`config.mk`:
```
export PLATFORM = sky130hd
export DESIGN_NAME = pool_engine
export DESIGN_NICKNAME = d
export VERILOG_FILES = /design/src/rtl/pool_pkg.sv /design/src/rtl/pool_addr_gen.sv /design/src/rtl/pool_engine.sv
export SDC_FILE = /design/constraint.sdc
export NUM_CORES = 1
export LEC_CHECK = 0
export BUFFER_PORTS_ARGS = -buffer_cell sky130_fd_sc_hd__clkbuf_2
export CORE_MARGIN = 3
export CORE_UTILIZATION = 38
export DETAILED_ROUTE_END_ITERATION = 10
export GPL_TIMING_DRIVEN = 0
export PLACE_DENSITY_LB_ADDON = 0.1
export SLEW_MARGIN = 20
export SYNTH_ARGS = -nofsm -noshare
export SYNTH_HDL_FRONTEND = slang
export SYNTH_HIERARCHICAL = 1
export SYNTH_SLANG_ARGS = --single-unit
```
`constraint.sdc`:
```
create_clock -name clk -period 3 [get_ports clk]
set_input_delay 0 -clock clk [delete_from_list [all_inputs] [get_ports clk]]
set_output_delay 0 -clock clk [all_outputs]
set_load 0.03 [all_outputs]
```
`src/rtl/pool_pkg.sv`:
```
`default_nettype none
// ============================================================================
//  Module      : pool_pkg
//  Description : Shared types, window-position constants and the signed-max
//                helper for the 2x2/stride-2 max-pooling engine.
//  Revision    : 1.0 - initial release
// ============================================================================
package pool_pkg;

    typedef enum logic [1:0] {
        IDLE  = 2'd0,
        RUN   = 2'd1,
        FLUSH = 2'd2,
        DONE  = 2'd3
    } state_t;

    // Position of a datum inside its 2x2 window; bit 1 = row, bit 0 = column
    localparam logic [1:0] K_TL = 2'd0;
    localparam logic [1:0] K_TR = 2'd1;
    localparam logic [1:0] K_BL = 2'd2;
    localparam logic [1:0] K_BR = 2'd3;

    // Ties return the first argument so the accumulator keeps its value
    function automatic int signed_max(input int a, input int b);
        return (b > a) ? b : a;
    endfunction

endpackage
`default_nettype wire

```
`src/rtl/pool_addr_gen.sv`:
```
`default_nettype none
// ============================================================================
//  Module      : pool_addr_gen
//  Description : Walks the input map window by window (row-major over outputs)
//                and produces the conv-buffer read address plus a last flag.
//  Revision    : 1.0 - initial release
// ============================================================================
module pool_addr_gen
    import pool_pkg::*;
#(
    parameter int IN_W  = 24,
    parameter int IN_H  = 24,
    parameter int RD_AW = 10
) (
    input  logic             clk,
    input  logic             rst_n,
    input  logic             clear,
    input  logic             step,
    output logic [RD_AW-1:0] addr,
    output logic [1:0]       k,
    output logic             last
);

    localparam int c_OCW = (IN_W > 2) ? $clog2(IN_W / 2) : 1;
    localparam int c_ORW = (IN_H > 2) ? $clog2(IN_H / 2) : 1;

    localparam logic [c_OCW-1:0] c_OCOL_MAX = c_OCW'(IN_W / 2 - 1);
    localparam logic [c_ORW-1:0] c_OROW_MAX = c_ORW'(IN_H / 2 - 1);
    localparam logic [c_OCW-1:0] c_OCOL_ONE = c_OCW'(1);
    localparam logic [c_ORW-1:0] c_OROW_ONE = c_ORW'(1);

    logic [c_OCW-1:0] r_ocol;
    logic [c_ORW-1:0] r_orow;
    logic [1:0]       r_k;

    always_ff @(posedge clk) begin
        if (!rst_n || clear) begin
            r_ocol <= '0;
            r_orow <= '0;
            r_k    <= K_TL;
        end else if (step) begin
            r_k <= r_k + 2'd1;
            if (r_k == K_BR) begin
                if (r_ocol == c_OCOL_MAX) begin
                    r_ocol <= '0;
                    r_orow <= r_orow + c_OROW_ONE;
                end else begin
                    r_ocol <= r_ocol + c_OCOL_ONE;
                end
            end
        end
    end

    // {orow,k[1]} is the input row and {ocol,k[0]} the input column
    assign addr = RD_AW'(32'({r_orow, r_k[1]}) * IN_W + 32'({r_ocol, r_k[0]}));
    assign k    = r_k;
    assign last = (r_k == K_BR) && (r_ocol == c_OCOL_MAX) && (r_orow == c_OROW_MAX);

endmodule
`default_nettype wire

```
`src/rtl/pool_engine.sv`:
```
`default_nettype none
// ============================================================================
//  Module      : pool_engine
//  Description : 2x2/stride-2 max-pooling stage with pool_en/pool_fin handshake.
//                Define POOL_RELU_EN to clamp negative pooled values to zero.
//  Revision    : 1.0 - initial release
// ============================================================================
module pool_engine
    import pool_pkg::*;
#(
    parameter int DATA_W = 8,
    parameter int IN_W   = 24,
    parameter int IN_H   = 24,
    parameter int RD_AW  = 10,
    parameter int WR_AW  = 8
) (
    input  logic              clk,
    input  logic              rst_n,
    input  logic              pool_en,
    output logic              pool_fin,
    output logic              busy,
    output logic              rd_en,
    output logic [RD_AW-1:0]  rd_addr,
    input  logic [DATA_W-1:0] rd_data,
    output logic              wr_en,
    output logic [WR_AW-1:0]  wr_addr,
    output logic [DATA_W-1:0] wr_data
);

    if ((IN_W % 2) != 0 || (IN_H % 2) != 0 || IN_W < 2 || IN_H < 2) begin : g_bad_dims
        $error("pool_engine: IN_W and IN_H must be even and at least 2");
    end

    localparam logic [WR_AW-1:0] c_WR_ONE = WR_AW'(1);

    state_t                     r_state;
    logic [1:0]                 r_rd_k;
    logic                       r_dv;
    logic [1:0]                 r_k_d;
    logic signed [DATA_W-1:0]   r_acc;
    logic [WR_AW-1:0]           r_wr_idx;

    logic                       w_abort;
    logic                       w_gen_clear;
    logic                       w_gen_step;
    logic [RD_AW-1:0]           w_gen_addr;
    logic [1:0]                 w_gen_k;
    logic                       w_gen_last;
    logic signed [DATA_W-1:0]   w_rd_s;
    logic signed [DATA_W-1:0]   w_max;
    logic signed [DATA_W-1:0]   w_out;

    assign w_abort     = !pool_en && (r_state == RUN || r_state == FLUSH);
    // Counters sit at zero outside a pass so a start in IDLE always begins at (0,0)
    assign w_gen_step  = pool_en && (r_state == IDLE || r_state == RUN);
    assign w_gen_clear = !pool_en || (r_state == RUN && w_gen_last)
                         || r_state == FLUSH || r_state == DONE;

    pool_addr_gen #(
        .IN_W  (IN_W),
        .IN_H  (IN_H),
        .RD_AW (RD_AW)
    ) u_addr_gen (
        .clk   (clk),
        .rst_n (rst_n),
        .clear (w_gen_clear),
        .step  (w_gen_step),
        .addr  (w_gen_addr),
        .k     (w_gen_k),
        .last  (w_gen_last)
    );

    always_ff @(posedge clk) begin
        if (!rst_n) begin
            r_state  <= IDLE;
            pool_fin <= 1'b0;
            busy     <= 1'b0;
            rd_en    <= 1'b0;
            rd_addr  <= '0;
            r_rd_k   <= K_TL;
        end else begin
            pool_fin <= 1'b0;
            rd_en    <= 1'b0;
            case (r_state)
                IDLE: begin
                    if (pool_en) begin
                        r_state <= RUN;
                        busy    <= 1'b1;
                        rd_en   <= 1'b1;
                        rd_addr <= w_gen_addr;
                        r_rd_k  <= w_gen_k;
                    end
                end
                RUN: begin
                    if (!pool_en) begin
                        r_state <= IDLE;
                        busy    <= 1'b0;
                    end else begin
                        rd_en   <= 1'b1;
                        rd_addr <= w_gen_addr;
                        r_rd_k  <= w_gen_k;
                        if (w_gen_last) begin
                            r_state <= FLUSH;
                        end
                    end
                end
                FLUSH: begin
                    if (!pool_en) begin
                        r_state <= IDLE;
                        busy    <= 1'b0;
                    end else if (wr_en) begin
                        // Only the final window's write can land while in FLUSH
                        r_state  <= DONE;
                        busy     <= 1'b0;
                        pool_fin <= 1'b1;
                    end
                end
                DONE: begin
                    r_state <= IDLE;
                end
                default: begin
                    r_state <= IDLE;
                    busy    <= 1'b0;
                end
            endcase
        end
    end

    assign w_rd_s = $signed(rd_data);
    assign w_max  = (r_k_d == K_TL) ? w_rd_s
                                    : DATA_W'(signed_max(int'(r_acc), int'(w_rd_s)));

`ifdef POOL_RELU_EN
    assign w_out = w_max[DATA_W-1] ? '0 : w_max;
`else
    assign w_out = w_max;
`endif

    always_ff @(posedge clk) begin
        if (!rst_n) begin
            r_dv     <= 1'b0;
            r_k_d    <= K_TL;
            r_acc    <= '0;
            r_wr_idx <= '0;
            wr_en    <= 1'b0;
            wr_addr  <= '0;
            wr_data  <= '0;
        end else begin
            wr_en <= 1'b0;
            r_dv  <= rd_en && !w_abort;
            r_k_d <= r_rd_k;
            if (r_state == IDLE) begin
                r_wr_idx <= '0;
            end
            if (r_dv && !w_abort) begin
                r_acc <= w_max;
                if (r_k_d == K_BR) begin
                    wr_en    <= 1'b1;
                    wr_addr  <= r_wr_idx;
                    wr_data  <= w_out;
                    r_wr_idx <= r_wr_idx + c_WR_ONE;
                end
            end
        end
    end

endmodule
`default_nettype wire

```
After elaboration in Yosys (flattened, before gate mapping). Cells that the tools add are included.

Multipliers: 1. Order comparisons: 1. Muxes and demuxes: 20. Eq/ne operators: 11. Reduce and logical (&&, ||, !) cells: 29. Add/subtract/negate cells: 5.

Operators with widths (number): two-way mux 8 bit (5); adder 10 x 5 -> 10 bit (1); two-way mux 2 bit (5); AND reduction 2 bit (5); AND reduction 3 bit (3); adder 4 x 1 -> 4 bit, second input constant (2); adder 8 x 1 -> 8 bit, second input constant (1); == test 2 bit, second input constant (4); == test 4 bit, second input constant (2); greater-than comparator 8 bit (1); case mux 2 bit (4 select lines) (1); logical AND 1 bit (7); multiplier 5 x 2 -> 7 bit, second input constant (1); two-way mux 1 bit (7); logical OR 1 bit (6); inequality test 3 bit, second input constant (2); logical NOT 2 bit (2); two-way mux 4 bit (1); inequality test 2 bit, second input constant (2); AND reduction 4 bit (1); logical NOT 1 bit (3); case mux 1 bit (3 select lines) (1); nonzero test 3 bit (1); adder 2 x 1 -> 2 bit, second input constant (1); 2 further kinds (2).

Logic and storage cells: 83. Input bits: 11. Register bits after elaboration: 63. Output and inout bits: 30.

Depth between registers and ports, before layout. Gate-level depths: netlist (run 1).

Word-level depth: 8. Mapped depth: 10.

By module. Netlist (run 1), hierarchy kept.

By module, submodules not included: pool_engine (sequential area each 1061.0 um^2, cells each 282, times used 1, area an instance 2512.4 um^2); pool_addr_gen (sequential area each 200.2 um^2, cells each 94, times used 1, area an instance 839.6 um^2).

Worst setup path before layout (run 1). OpenSTA, ideal clock, no wires.

Kind: register -> register. From: register u_addr_gen.r_orow[0]. To: register rd_addr[9]. Cell stages (with the launch flop): 11. Slack: 771 ps. Arrival time: 2159 ps. Period minus slack after synthesis: 2229 ps. Cells stage by stage: dfxtp_1 -> ha_1 -> inv_1 -> fa_1 -> nand2b_1 -> a21oi_1 -> mux2i_1 -> mux2i_1 -> a22o_1 -> nand2_1 -> a21oi_1.

Cells in the longest elaborated chain, start to end: 2.

Ends and longest elaborated chain: start: declaration (line pool_addr_gen.sv:33) `logic [c_ORW-1:0] r_orow;`; start signal: assignment (line pool_addr_gen.sv:46) `r_orow <= r_orow + c_OROW_ONE;`; multiplier 5 x 2 -> 7 bit (line pool_addr_gen.sv:55) `assign addr = RD_AW'(32'({r_orow, r_k[1]}) * IN_W + 32'({r_ocol, r_k[0]}));`; adder 10 x 5 -> 10 bit (line pool_addr_gen.sv:55); named net w_gen_addr[9] (line pool_engine.sv:46) `logic [RD_AW-1:0] w_gen_addr;`; end signal: assignment (line pool_engine.sv:90) `rd_addr <= w_gen_addr;`; end signal: assignment (line pool_engine.sv:100) `rd_addr <= w_gen_addr;`; end: declaration (line pool_engine.sv:23) `output logic [RD_AW-1:0] rd_addr,`.

The timed path passes the listed nets, and every way through them passes these cells. A chain may end at the register's enable or synchronous reset.

Final worst setup path (run 1).
From: register r_state[0]. To: register u_addr_gen.r_orow[3].

Cells in the longest elaborated chain, start to end: 6. Elaborated cells on any way between the ends: 12. Classes of those cells: eq/ne (3); reduce/logical (9).

Ends and longest elaborated chain: start: declaration (line pool_engine.sv:36) `state_t r_state;`; start signal: assignment (line pool_engine.sv:75) `r_state <= IDLE;`; start signal: assignment (line pool_engine.sv:87) `r_state <= RUN;`; start signal: assignment (line pool_engine.sv:96) `r_state <= IDLE;`; == test 2 x 1 -> 1 bit (line pool_engine.sv:55, pool_engine.sv:56); logical AND 1 bit (line pool_engine.sv:56) `assign w_gen_clear = !pool_en || (r_state == RUN && w_gen_last)`; logical OR 1 bit (line pool_engine.sv:56); logical OR 1 bit (2 in a row) (line pool_engine.sv:57) `|| r_state == FLUSH || r_state == DONE;`; logical OR 1 bit (line pool_addr_gen.sv:37) `if (!rst_n || clear) begin`.

Several ways; a longest one is shown, not always the timed one.

==> results.py, run 1 <==
metrics = {
    "clock_tree": {
        "clk_pin_slew_ns": 0.07,
        "cts_setup_buffers": 0,
        "cts_sinks": 63,
        "clockRootBuffer": "clkbuf_8",
        "cts_tree": "yes",
        "cts_inserted_buffers": 9,
        "clock_latency_ns": 0.35,
        "ctsLongestPathBuffers": 2,
        "ctsResizeCount": 0,
        "htree_levels": 3,
    },
    "synthesis": {
        "yosysSeqAreaShare_pct": 37.63,
        "yosysTopAreaCell": "dfxtp_1",
        "syn-num-nets": 415,
        "syn_area_um2": 3352,
        "synth.most_common_cell": "dfxtp_1",
        "synth.avg_cell_area_um2": 8.915,
        "ys_types": 57,
        "synth_warnings": 6,
        "yosys-top-cells-area": "dfxtp_1 38%, ha_1 9.7%, nand2_1 5.9%",
        "synth_edf_count": 0,
        "synthFlopType": "dfxtp_1",
        "synth_top_area_share_pct": 37.63,
        "synth_top_cells_by_count": "63 x dfxtp_1, 53 x nand2_1, 32 x nor2_1, 26 x ha_1, 19 x inv_1",
        "synthCells": 376,
        "synth-seq-cells": 63,
        "ys_async_sr_fraction_pct": 0,
    },
    "pwr": {
        "finalPower_mw": 1.860,
        "cellPowerDensity_nw_per_um2": 466.9,
        "ir_drop_v": 0.0002562,
        "p_leak_nw": 1.564,
    },
    "placed_design": {
        "placed_cells": 520,
        "dp_hpwl_um": 5412,
        "numPortBuffers": 39,
        "place.gp.congestion": 0.7749,
    },
    "sta": {
        "fin_worst_skew_ns": 0.008069,
        "fmax_mhz": 383.7,
        "worst_pin_slew_ns": 0.6545,
        "setup_violations": 0,
        "period_needed_ns": 2.606,
        "slew_viol_final": 0,
        "tns_ns": 0,
        "max_slew_margin_pct": 56.29,
        "hold_violations": 0,
        "rsz0062_at_grt": "no",
        "period_share_pct": 86.87,
    },
    "global_route": {
        "grt_pass1_vias": 2736,
        "grt_max_degree": 15,
        "grt_usage_pct": 16.39,
        "grt_pass1_wl_um": 13010,
        "grt-ovfl-total": 0,
        "antenna_found_initial": 0,
    },
    "detailed_routing": {
        "wl_per_cell_um": 13.83,
        "vias_per_cell": 5.074,
        "drt_first_pass_iters": 6,
        "drt_first_iter_violations": 53,
        "ant_nets": 0,
        "vias": 2760,
        "routed_wl_um": 7524,
        "drc": 0,
    },
    "floorplanning": {
        "num_rows": 33,
        "chipHeight_um": 99.92,
        "die_w_um": 99.92,
        "coreArea_um2": 8382,
        "start_util_pct": 39.99,
        "top_level_ports": 41,
        "dieArea_um2": 9984,
    },
    "worst_setup_path": {
        "cpMostUsedCell": "inv_1",
        "cp.required_ns": 3.21,
        "critPathLaunchType": "register",
        "worst_path_max_delay_cell": "inv_1",
        "worstSetupPathType": "reg -> reg",
        "critPathMaxStageDelay_ns": 0.47,
        "critPathMaxFanout": 15,
        "worst_path_dominant_cell_family": "simple AND/OR/NAND/NOR gates",
        "cp-end-kind": "register",
        "cp.arrival_ns": 2.82,
        "crit_buf_inv": 2,
        "path_cells": "inv_1 > ha_1 > o21ai_0 > inv_1 > nand2_1 > nor3_4 > nand3_1 > xnor2_1 > nor2_1",
    },
    "run_status": {
        "status": "completed",
    },
    "finish": {
        "fin_nets": 473,
        "drive_above_1_share_pct": 18.45,
        "final_cells": 544,
        "area_growth_pct": 18.81,
        "n_antenna_cell": 0,
    },
    "job": {
        "cap_violations": 0,
    },
    "hold_path": {
        "min_path_type": "in -> reg",
    },
}
## worst reg2reg max path, cell delays in order, from the launching register on
cell	delay, ns
dfxtp_1	0.34
inv_1	0.11
ha_1	0.32
o21ai_0	0.28
inv_1	0.47
nand2_1	0.27
nor3_4	0.32
nand3_1	0.14
xnor2_1	0.15
nor2_1	0.06
## through the flow
stage	hold WS [ns]	utilization [%]	setup WS [ns]	area, µm²
detailed placement	0.2464	43.89	0.1300	3679
CTS	0.1968	47.56	0.09318	3986
global route	0.2626	47.51	0.05924	3983
finish	0.2069	47.51	0.3938	3983
floorplan	0.1169	-	0.7706	3352
global placement	0.2411	43.89	0.1554	3679
## per-layer routing
layer | GRT usage, % | wire (µm) | part of all wire, %
met2 | 28.78 | 3655 | 49
met4 | 5.042 | 116 | 1.5
met3 | 4.448 | 271 | 3.6
met1 | 19.43 | 3480 | 46
met5 | 0 | 0 | 0
## registers in the layout (all words and copies together) (netlist names), 2 cells and up
register,count
wr_addr,8
wr_data,8
r_wr_idx,8
r_acc,8
u_addr_gen/r_ocol,4
rd_addr,10
r_k_d,2
u_addr_gen/k,2
u_addr_gen/r_orow,4
r_rd_k,2
r_state,2
## final timing paths
path	end	slack, ns	start	depth (start not counted)
hold reg to reg	wr_addr[7]	0.45	wr_addr[7]	2
setup reg to reg	u_addr_gen/r_orow[3]	0.39	r_state[0]	9
setup / recovery	u_addr_gen/r_orow[3]	0.39	r_state[0]	9
hold / removal	wr_data[0]	0.21	rst_n	4
## cell families (layout without fill, tap and decap cells)
| group | count (synthesis) | count (layout) | synth area share [%] |
|---|---|---|---|
| and+or+nand+nor | 134 | 134 | 19.86 |
| DFF | 63 | 63 | 37.63 |
| AOI/OAI and AO/OA | 92 | 92 | 20.72 |
| adders and majority gates | 28 | 28 | 10.90 |
| buffers and inverters | 40 | 103 | 5.487 |
| xor gates and xnor gates | 14 | 14 | 3.882 |
| muxes | 5 | 5 | 1.530 |
## cells in the final DEF, fill, tap and decap left out, types with 2 or more instances in the layout
master and instances:
a21o_1 3, and4_1 2, clkbuf_2 39, a21boi_0 14, a21oi_1 17, nor3_1 7
xor2_1 4, or3_1 2, a2111oi_0 8, nor2_1 32, o2bb2ai_1 8, o21ai_0 12
buf_4 5, nand3_1 9, clkinvlp_4 3, clkbuf_8 12, xnor2_1 9, dfxtp_1 63
a31oi_1 3, a21oi_2 3, a211oi_1 11, nand2b_1 6, nand2_1 53, and2_4 2
inv_1 19, buf_6 2, fa_1 2, mux2i_1 4, and2_1 2, ha_1 26
nand4_1 2, dlygate4sd3_1 9, clkbuf_1 12, and3_1 3, o22a_1 2, nand3b_1 3
## where the power goes
part	internal [mW]	switching, mW
clock	0.452	0.344
combinational	0.0736	0.125
sequential	0.854	0.0120
total	1.38	0.481
## cell type report
type	instances	area, µm²
Inverter	20	75.07
Tap cell	105	131.4
Timing Repair Buffer	48	285.3
Clock buffer	12	165.2
Clock inverter	4	52.55
Fill cell	833	4399
Sequential cell	63	1261
Multi-Input combinational cell	273	1907
Buffer	19	105.1
## repair_timing
item / CTS / global route
setup endpoints to repair: 0 / 4
endpoints found under the hold margin: 17 / 0
hold buffers: 9 / 0
(Power assumes the default switching activity.)
==> run 2, diff against run 1 <==
--- a/config.mk
+++ b/config.mk
@@ -7,11 +7,12 @@
 export LEC_CHECK = 0
 export BUFFER_PORTS_ARGS = -buffer_cell sky130_fd_sc_hd__clkbuf_2
 export CORE_MARGIN = 3
-export CORE_UTILIZATION = 38
+export CORE_UTILIZATION = 35
 export DETAILED_ROUTE_END_ITERATION = 10
 export GPL_TIMING_DRIVEN = 0
+export HOLD_SLACK_MARGIN = 0.1
 export PLACE_DENSITY_LB_ADDON = 0.1
-export SLEW_MARGIN = 20
+export SLEW_MARGIN = 25
 export SYNTH_ARGS = -nofsm -noshare
 export SYNTH_HDL_FRONTEND = slang
 export SYNTH_HIERARCHICAL = 1
==> results.py, run 2 (synthesized netlist as in run 1, its figures left out) <==
metrics = {
    "finish": {
        "final_core_util_pct": 43.29,
        "largest_register": "rd_addr",
        "largest_reg_flops": 10,
        "n_antenna_cell": 0,
        "final_cells": 568,
        "drive_above_1_share_pct": 18.00,
        "area_growth_pct": 19.90,
        "final_common_cell": "dfxtp_1",
        "final_cell_mix": "63 x dfxtp_1, 53 x nand2_1, 39 x clkbuf_2",
        "fin_nets": 473,
    },
    "worst_setup_path": {
        "cpMostUsedCell": "inv_1",
        "worstSetupPathType": "reg -> reg",
        "cp.required_ns": 3.21,
        "critPathMaxFanout": 15,
        "critPathMaxStageDelay_ns": 0.45,
        "crit_buf_inv": 2,
        "worst_path_max_delay_cell": "inv_1",
        "worst_path_dominant_cell_family": "simple AND/OR/NAND/NOR gates",
        "path_cells": "inv_1 > ha_1 > o21ai_0 > inv_1 > nand2_1 > nor3_4 > nand3_1 > xnor2_1 > nor2_1",
        "critPathLaunchType": "register",
        "cp-end-kind": "register",
        "cp.arrival_ns": 2.76,
    },
    "pwr": {
        "p_leak_nw": 1.577,
        "ir_drop_v": 0.0001909,
        "cellPowerDensity_nw_per_um2": 476.8,
    },
    "detailed_routing": {
        "drt_first_iter_violations": 73,
        "wl_per_cell_um": 13.70,
        "vias": 2748,
        "vias_per_cell": 4.838,
        "routed_wl_um": 7782,
        "drc": 0,
        "drt_first_pass_iters": 4,
        "ant_nets": 0,
    },
    "floorplanning": {
        "coreArea_um2": 9284,
        "dieArea_um2": 10790,
        "num_rows": 35,
        "top_level_ports": 41,
        "start_util_pct": 36.11,
        "chipHeight_um": 103.9,
        "die_w_um": 103.9,
    },
    "global_route": {
        "grt_usage_pct": 15.36,
        "grt-ovfl-total": 0,
        "antenna_found_initial": 0,
        "grt_pass1_vias": 2755,
        "grt_max_degree": 15,
        "grt_pass1_wl_um": 13480,
    },
    "clock_tree": {
        "htree_levels": 3,
        "cts_sinks": 63,
        "clk_pin_slew_ns": 0.07,
        "cts_tree": "yes",
        "clockRootBuffer": "clkbuf_8",
        "ctsLongestPathBuffers": 2,
        "clock_latency_ns": 0.34,
        "cts_inserted_buffers": 9,
    },
    "hold_path": {
        "min_path_type": "in -> reg",
    },
    "sta": {
        "tns_ns": 0,
        "fin_worst_skew_ns": 0.007152,
        "max_slew_margin_pct": 56.81,
        "period_share_pct": 84.89,
        "setup_violations": 0,
        "final.setup.worst_slack_ns": 0.4532,
        "rsz0062_at_grt": "no",
        "hold_violations": 0,
        "period_needed_ns": 2.547,
        "fmax_mhz": 392.6,
        "finalHoldWorstSlack_ns": 0.2199,
        "slew_viol_final": 0,
        "worst_pin_slew_ns": 0.6467,
    },
    "placed_design": {
        "place.gp.congestion": 0.7645,
        "numPortBuffers": 39,
        "dp_slack_ns": 0.1863,
        "placed_cells": 544,
        "dp_hpwl_um": 5457,
    },
    "job": {
        "cap_violations": 0,
    },
    "run_status": {
        "status": "completed",
    },
}
run 2: cell count changes in the layout (fill, tap and decap cells not counted), sizes merged:
cell,before,now
clkinv,1,2
clkbuf,63,64
bufinv,1,2
clkinvlp,3,0
run 2: metrics by stage:
| step | instance area [µm²] | power [mW] |
|---|---|---|
| finish | 4019 | 1.916 |
| global route | 4019 | 2.003 |
| CTS | 4023 | 1.947 |
| detailed placement | 3709 | 1.079 |
| global placement | 3709 | 1.080 |
| floorplan | 3352 | 1.020 |
run 2: repair_timing:
item | in CTS | in global routing
endpoints found under the setup margin | 0 | 3
endpoints found under the hold margin | 18 | 0
resized for setup | 0 | 0
setup buffers | 0 | 0
hold buffers | 9 | 0
run 2: area by class of cell:
type                    count  area, µm²
repair buffers             48      285.3
flip-flops and latches     63       1261
clock buffers              13      158.9
well taps                 129      161.4
plain buffers              19      105.1
inverters                  20      75.07
multi-input cells         273       1907
fillers                   957       5265
clock inverters             3      65.06
run 2: worst reg2reg max path: cells and delay by family, from the launching register on:
| family | cells | cell delay (ns) |
|---|---|---|
| compound gates | 1 | 0.28 |
| xor+xnor | 1 | 0.15 |
| fa+ha+maj | 1 | 0.32 |
| buf+inv | 2 | 0.56 |
| flops | 1 | 0.35 |
| simple gates | 4 | 0.78 |
run 2: final timing paths:
check,start,to,slack [ns],cells after the start
setup / recovery,r_state[0],u_addr_gen/r_orow[3],0.45,9
setup reg to reg,r_state[0],u_addr_gen/r_orow[3],0.45,9
hold / removal,rst_n,u_addr_gen/k[0],0.22,4
hold reg to reg,wr_addr[7],wr_addr[7],0.46,2
run 2: per-layer routing:
layer / global-route usage [%] / wire length, µm
met3: 2.980 / 209
met2: 26.23 / 3791
met4: 5.413 / 125
met1: 19.32 / 3655
met5: 0 / 0
run 2: power by group:
| part | internal [mW] | total, mW | switching, mW | leakage, nW |
|---|---|---|---|---|
| clock | 0.513 | 0.850 | 0.336 | 0.114 |
| combinational | 0.0737 | 0.201 | 0.127 | 0.954 |
| sequential | 0.854 | 0.866 | 0.0124 | 0.509 |
| total | 1.44 | 1.92 | 0.476 | 1.58 |
==> run 3, diff against run 2 <==
--- a/config.mk
+++ b/config.mk
@@ -5,6 +5,7 @@
 export SDC_FILE = /design/constraint.sdc
 export NUM_CORES = 1
 export LEC_CHECK = 0
+export ABC_AREA = 1
 export BUFFER_PORTS_ARGS = -buffer_cell sky130_fd_sc_hd__clkbuf_2
 export CORE_MARGIN = 3
 export CORE_UTILIZATION = 35
==> constraint.sdc (replaced) <==
create_clock -name clk -period 2.2 [get_ports clk]
set_input_delay 0 -clock clk [delete_from_list [all_inputs] [get_ports clk]]
set_output_delay 0 -clock clk [all_outputs]
set_load 0.03 [all_outputs]
==> results.py, run 3 <==
metrics = {
    "run_status": {
        "status": "completed",
    },
    "finish": {
        "n_antenna_cell": 0,
        "largest_reg_flops": 10,
        "final_cells": 643,
        "final_cell_mix": "76 x nand2_1, 66 x inv_1, 61 x dfxtp_1",
        "largest_register": "rd_addr",
        "drive_above_1_share_pct": 18.87,
        "fin_nets": 548,
        "area_growth_pct": 21.26,
        "final_common_cell": "nand2_1",
    },
    "floorplanning": {
        "coreArea_um2": 9284,
        "dieArea_um2": 10780,
        "start_util_pct": 36.08,
        "chipHeight_um": 103.8,
        "num_rows": 35,
        "die_w_um": 103.8,
        "top_level_ports": 41,
    },
    "global_route": {
        "grt_pass1_vias": 2710,
        "grt_usage_pct": 14.16,
        "grt_pass1_wl_um": 12530,
        "antenna_found_initial": 0,
        "grt-ovfl-total": 0,
        "grt_max_degree": 16,
    },
    "sta": {
        "period_share_pct": 92.31,
        "worst_pin_slew_ns": 0.5763,
        "finalHoldWorstSlack_ns": 0.4338,
        "fin_worst_skew_ns": 0.01048,
        "rsz0062_at_grt": "no",
        "max_slew_margin_pct": 61.58,
        "setup_violations": 0,
        "slew_viol_final": 0,
        "period_needed_ns": 2.031,
        "hold_violations": 0,
        "fmax_mhz": 492.4,
    },
    "clock_tree": {
        "clockRootBuffer": "clkbuf_8",
        "clock_latency_ns": 0.34,
        "cts_inserted_buffers": 9,
        "htree_levels": 3,
        "ctsLongestPathBuffers": 2,
        "clk_pin_slew_ns": 0.07,
        "cts_sinks": 63,
        "cts_tree": "yes",
    },
    "synthesis": {
        "yosysTopAreaCell": "dfxtp_1",
        "synth-seq-cells": 63,
        "synthXorXnorAreaFrac_pct": 2.279,
        "ys_types": 41,
        "syn_area_um2": 3349,
        "synth.avg_cell_area_um2": 7.493,
        "yosys-top-cells-area": "dfxtp_1 38%, ha_1 9.7%, nand2_1 8.7%",
        "synthCells": 447,
        "yosys.area_share.simple_pct": 26.86,
        "synth_warnings": 6,
        "synth_adder_area_share_pct": 10.91,
        "synth_compound_area_share_pct": 12.10,
        "syn-num-nets": 486,
        "yosysSeqAreaShare_pct": 37.65,
        "synth_edf_count": 0,
        "synth_top_area_share_pct": 37.65,
        "synthMuxAreaShare_pct": 0,
        "ys_async_sr_fraction_pct": 0,
        "synth_top_family_by_area": "simple AND/OR/NAND/NOR gates",
        "synth_top_cells_by_count": "78 x nand2_1, 66 x inv_1, 63 x dfxtp_1, 54 x nor2_1, 38 x nand3_1",
        "synthFlopType": "dfxtp_1",
        "synth.most_common_cell": "nand2_1",
    },
    "worst_setup_path": {
        "crit_buf_inv": 2,
        "path_cells": "inv_1 > ha_1 > nand2_2 > nand2_4 > nor3_4 > buf_12 > nand2_4 > nor2_2 > nand3_1 > o21ai_1 > a21oi_1",
        "critPathMaxFanout": 9,
        "worst_path_dominant_cell_family": "simple AND/OR/NAND/NOR gates",
        "worst_path_max_delay_cell": "dfxtp_1",
        "cp.arrival_ns": 2.26,
        "cpMostUsedCell": "nand2_4",
        "cp.required_ns": 2.43,
        "critPathMaxStageDelay_ns": 0.40,
        "critPathLaunchType": "register",
        "worstSetupPathType": "reg -> reg",
        "cp-end-kind": "register",
    },
    "detailed_routing": {
        "routed_wl_um": 7398,
        "vias_per_cell": 4.569,
        "wl_per_cell_um": 11.51,
        "drt_first_pass_iters": 4,
        "drt_first_iter_violations": 72,
        "drc": 0,
        "ant_nets": 0,
        "vias": 2938,
    },
    "pwr": {
        "pwr-share-seq_pct": 39.2,
        "swShare_pct": 36.04,
        "p_leak_nw": 1.979,
        "cellPowerDensity_nw_per_um2": 876.1,
        "power_frac_clock_pct": 30.8,
        "p_switching_mw": 1.283,
        "combPwrFrac_pct": 30.0,
        "cellInternalPower_mw": 2.276,
        "finalPower_mw": 3.558,
        "ir_drop_v": 0.0004410,
    },
    "hold_path": {
        "min_path_type": "reg -> reg",
    },
    "job": {
        "cap_violations": 0,
    },
    "placed_design": {
        "numPortBuffers": 40,
        "placed_cells": 616,
        "place.gp.congestion": 0.7817,
        "dp_hpwl_um": 5572,
    },
}
## run 3: cell families (layout without fill, tap and decap cells)
family	count (synthesis)	count (layout)
simple gates	197	197
fa+ha+maj	28	28
buf+inv	82	149
xor+xnor	7	7
compound gates	70	70
flops	63	63
## run 3: layer usage
metal / routed length (µm) / GRT usage, %
met5: 0 / 0
met4: 95 / 5.698
met3: 232 / 2.804
met2: 3538 / 23.68
met1: 3532 / 17.87
## run 3: final cells by class
| class | count | area, µm² |
|---|---|---|
| well taps | 129 | 161.4 |
| clock inverters | 6 | 85.08 |
| fillers | 990 | 5223 |
| flip-flops and latches | 63 | 1264 |
| plain buffers | 11 | 72.57 |
| inverters | 70 | 266.5 |
| multi-input cells | 302 | 1757 |
| clock buffers | 10 | 127.6 |
| repair buffers | 52 | 327.8 |
## run 3: worst paths after layout
| kind | slack [ns] | cells after the start | to | startpoint |
|---|---|---|---|---|
| max | 0.17 | 11 | r_wr_idx[7] | r_state[0] |
| min reg2reg | 0.43 | 2 | r_k_d[1] | r_rd_k[1] |
| min | 0.43 | 2 | r_k_d[1] | r_rd_k[1] |
| max reg2reg | 0.17 | 11 | r_wr_idx[7] | r_state[0] |
## run 3: what timing repair did
item | CTS | global route
gates resized for setup | 0 | 8
buffers inserted | 2 | 0
hold endpoints to repair | 20 | 0
pin swaps | 1 | 0
setup endpoints to repair | 6 | 28
hold buffers | 10 | 0
## run 3: stage by stage
| stage | worst slack [ns] | utilization (%) | instance area [µm²] | setup TNS [ns] |
|---|---|---|---|---|
| 6_report | 0.1691 | 43.75 | 4061 | 0 |
| 5_1_grt | 0.04029 | 43.75 | 4061 | 0 |
| 4_1_cts | 0.07233 | 43.60 | 4048 | 0 |
| 3_5_place_dp | -0.01612 | 39.97 | 3711 | -0.03109 |
| 3_3_place_gp | 0.03066 | 39.97 | 3711 | 0 |
| 2_1_floorplan | 0.3658 | - | 3349 | 0 |
## run 3: worst reg2reg max path, stage by stage (launching register included)
cell and delay (ns):
dfxtp_1 0.40, inv_1 0.11, ha_1 0.34, nand2_2 0.12, nand2_4 0.11, nor3_4 0.23
buf_12 0.15, nand2_4 0.06, nor2_2 0.12, nand3_1 0.11, o21ai_1 0.13, a21oi_1 0.05
## run 3: power by group through the flow
stage / clock network, mW / registers, mW / logic [mW]
floorplan: 0 / 1.56 / 0.630
global placement: 0 / 1.42 / 1.05
detailed placement: 0 / 1.42 / 1.07
CTS: 1.13 / 1.39 / 1.08
global route: 1.18 / 1.42 / 1.22
finish: 1.10 / 1.39 / 1.07
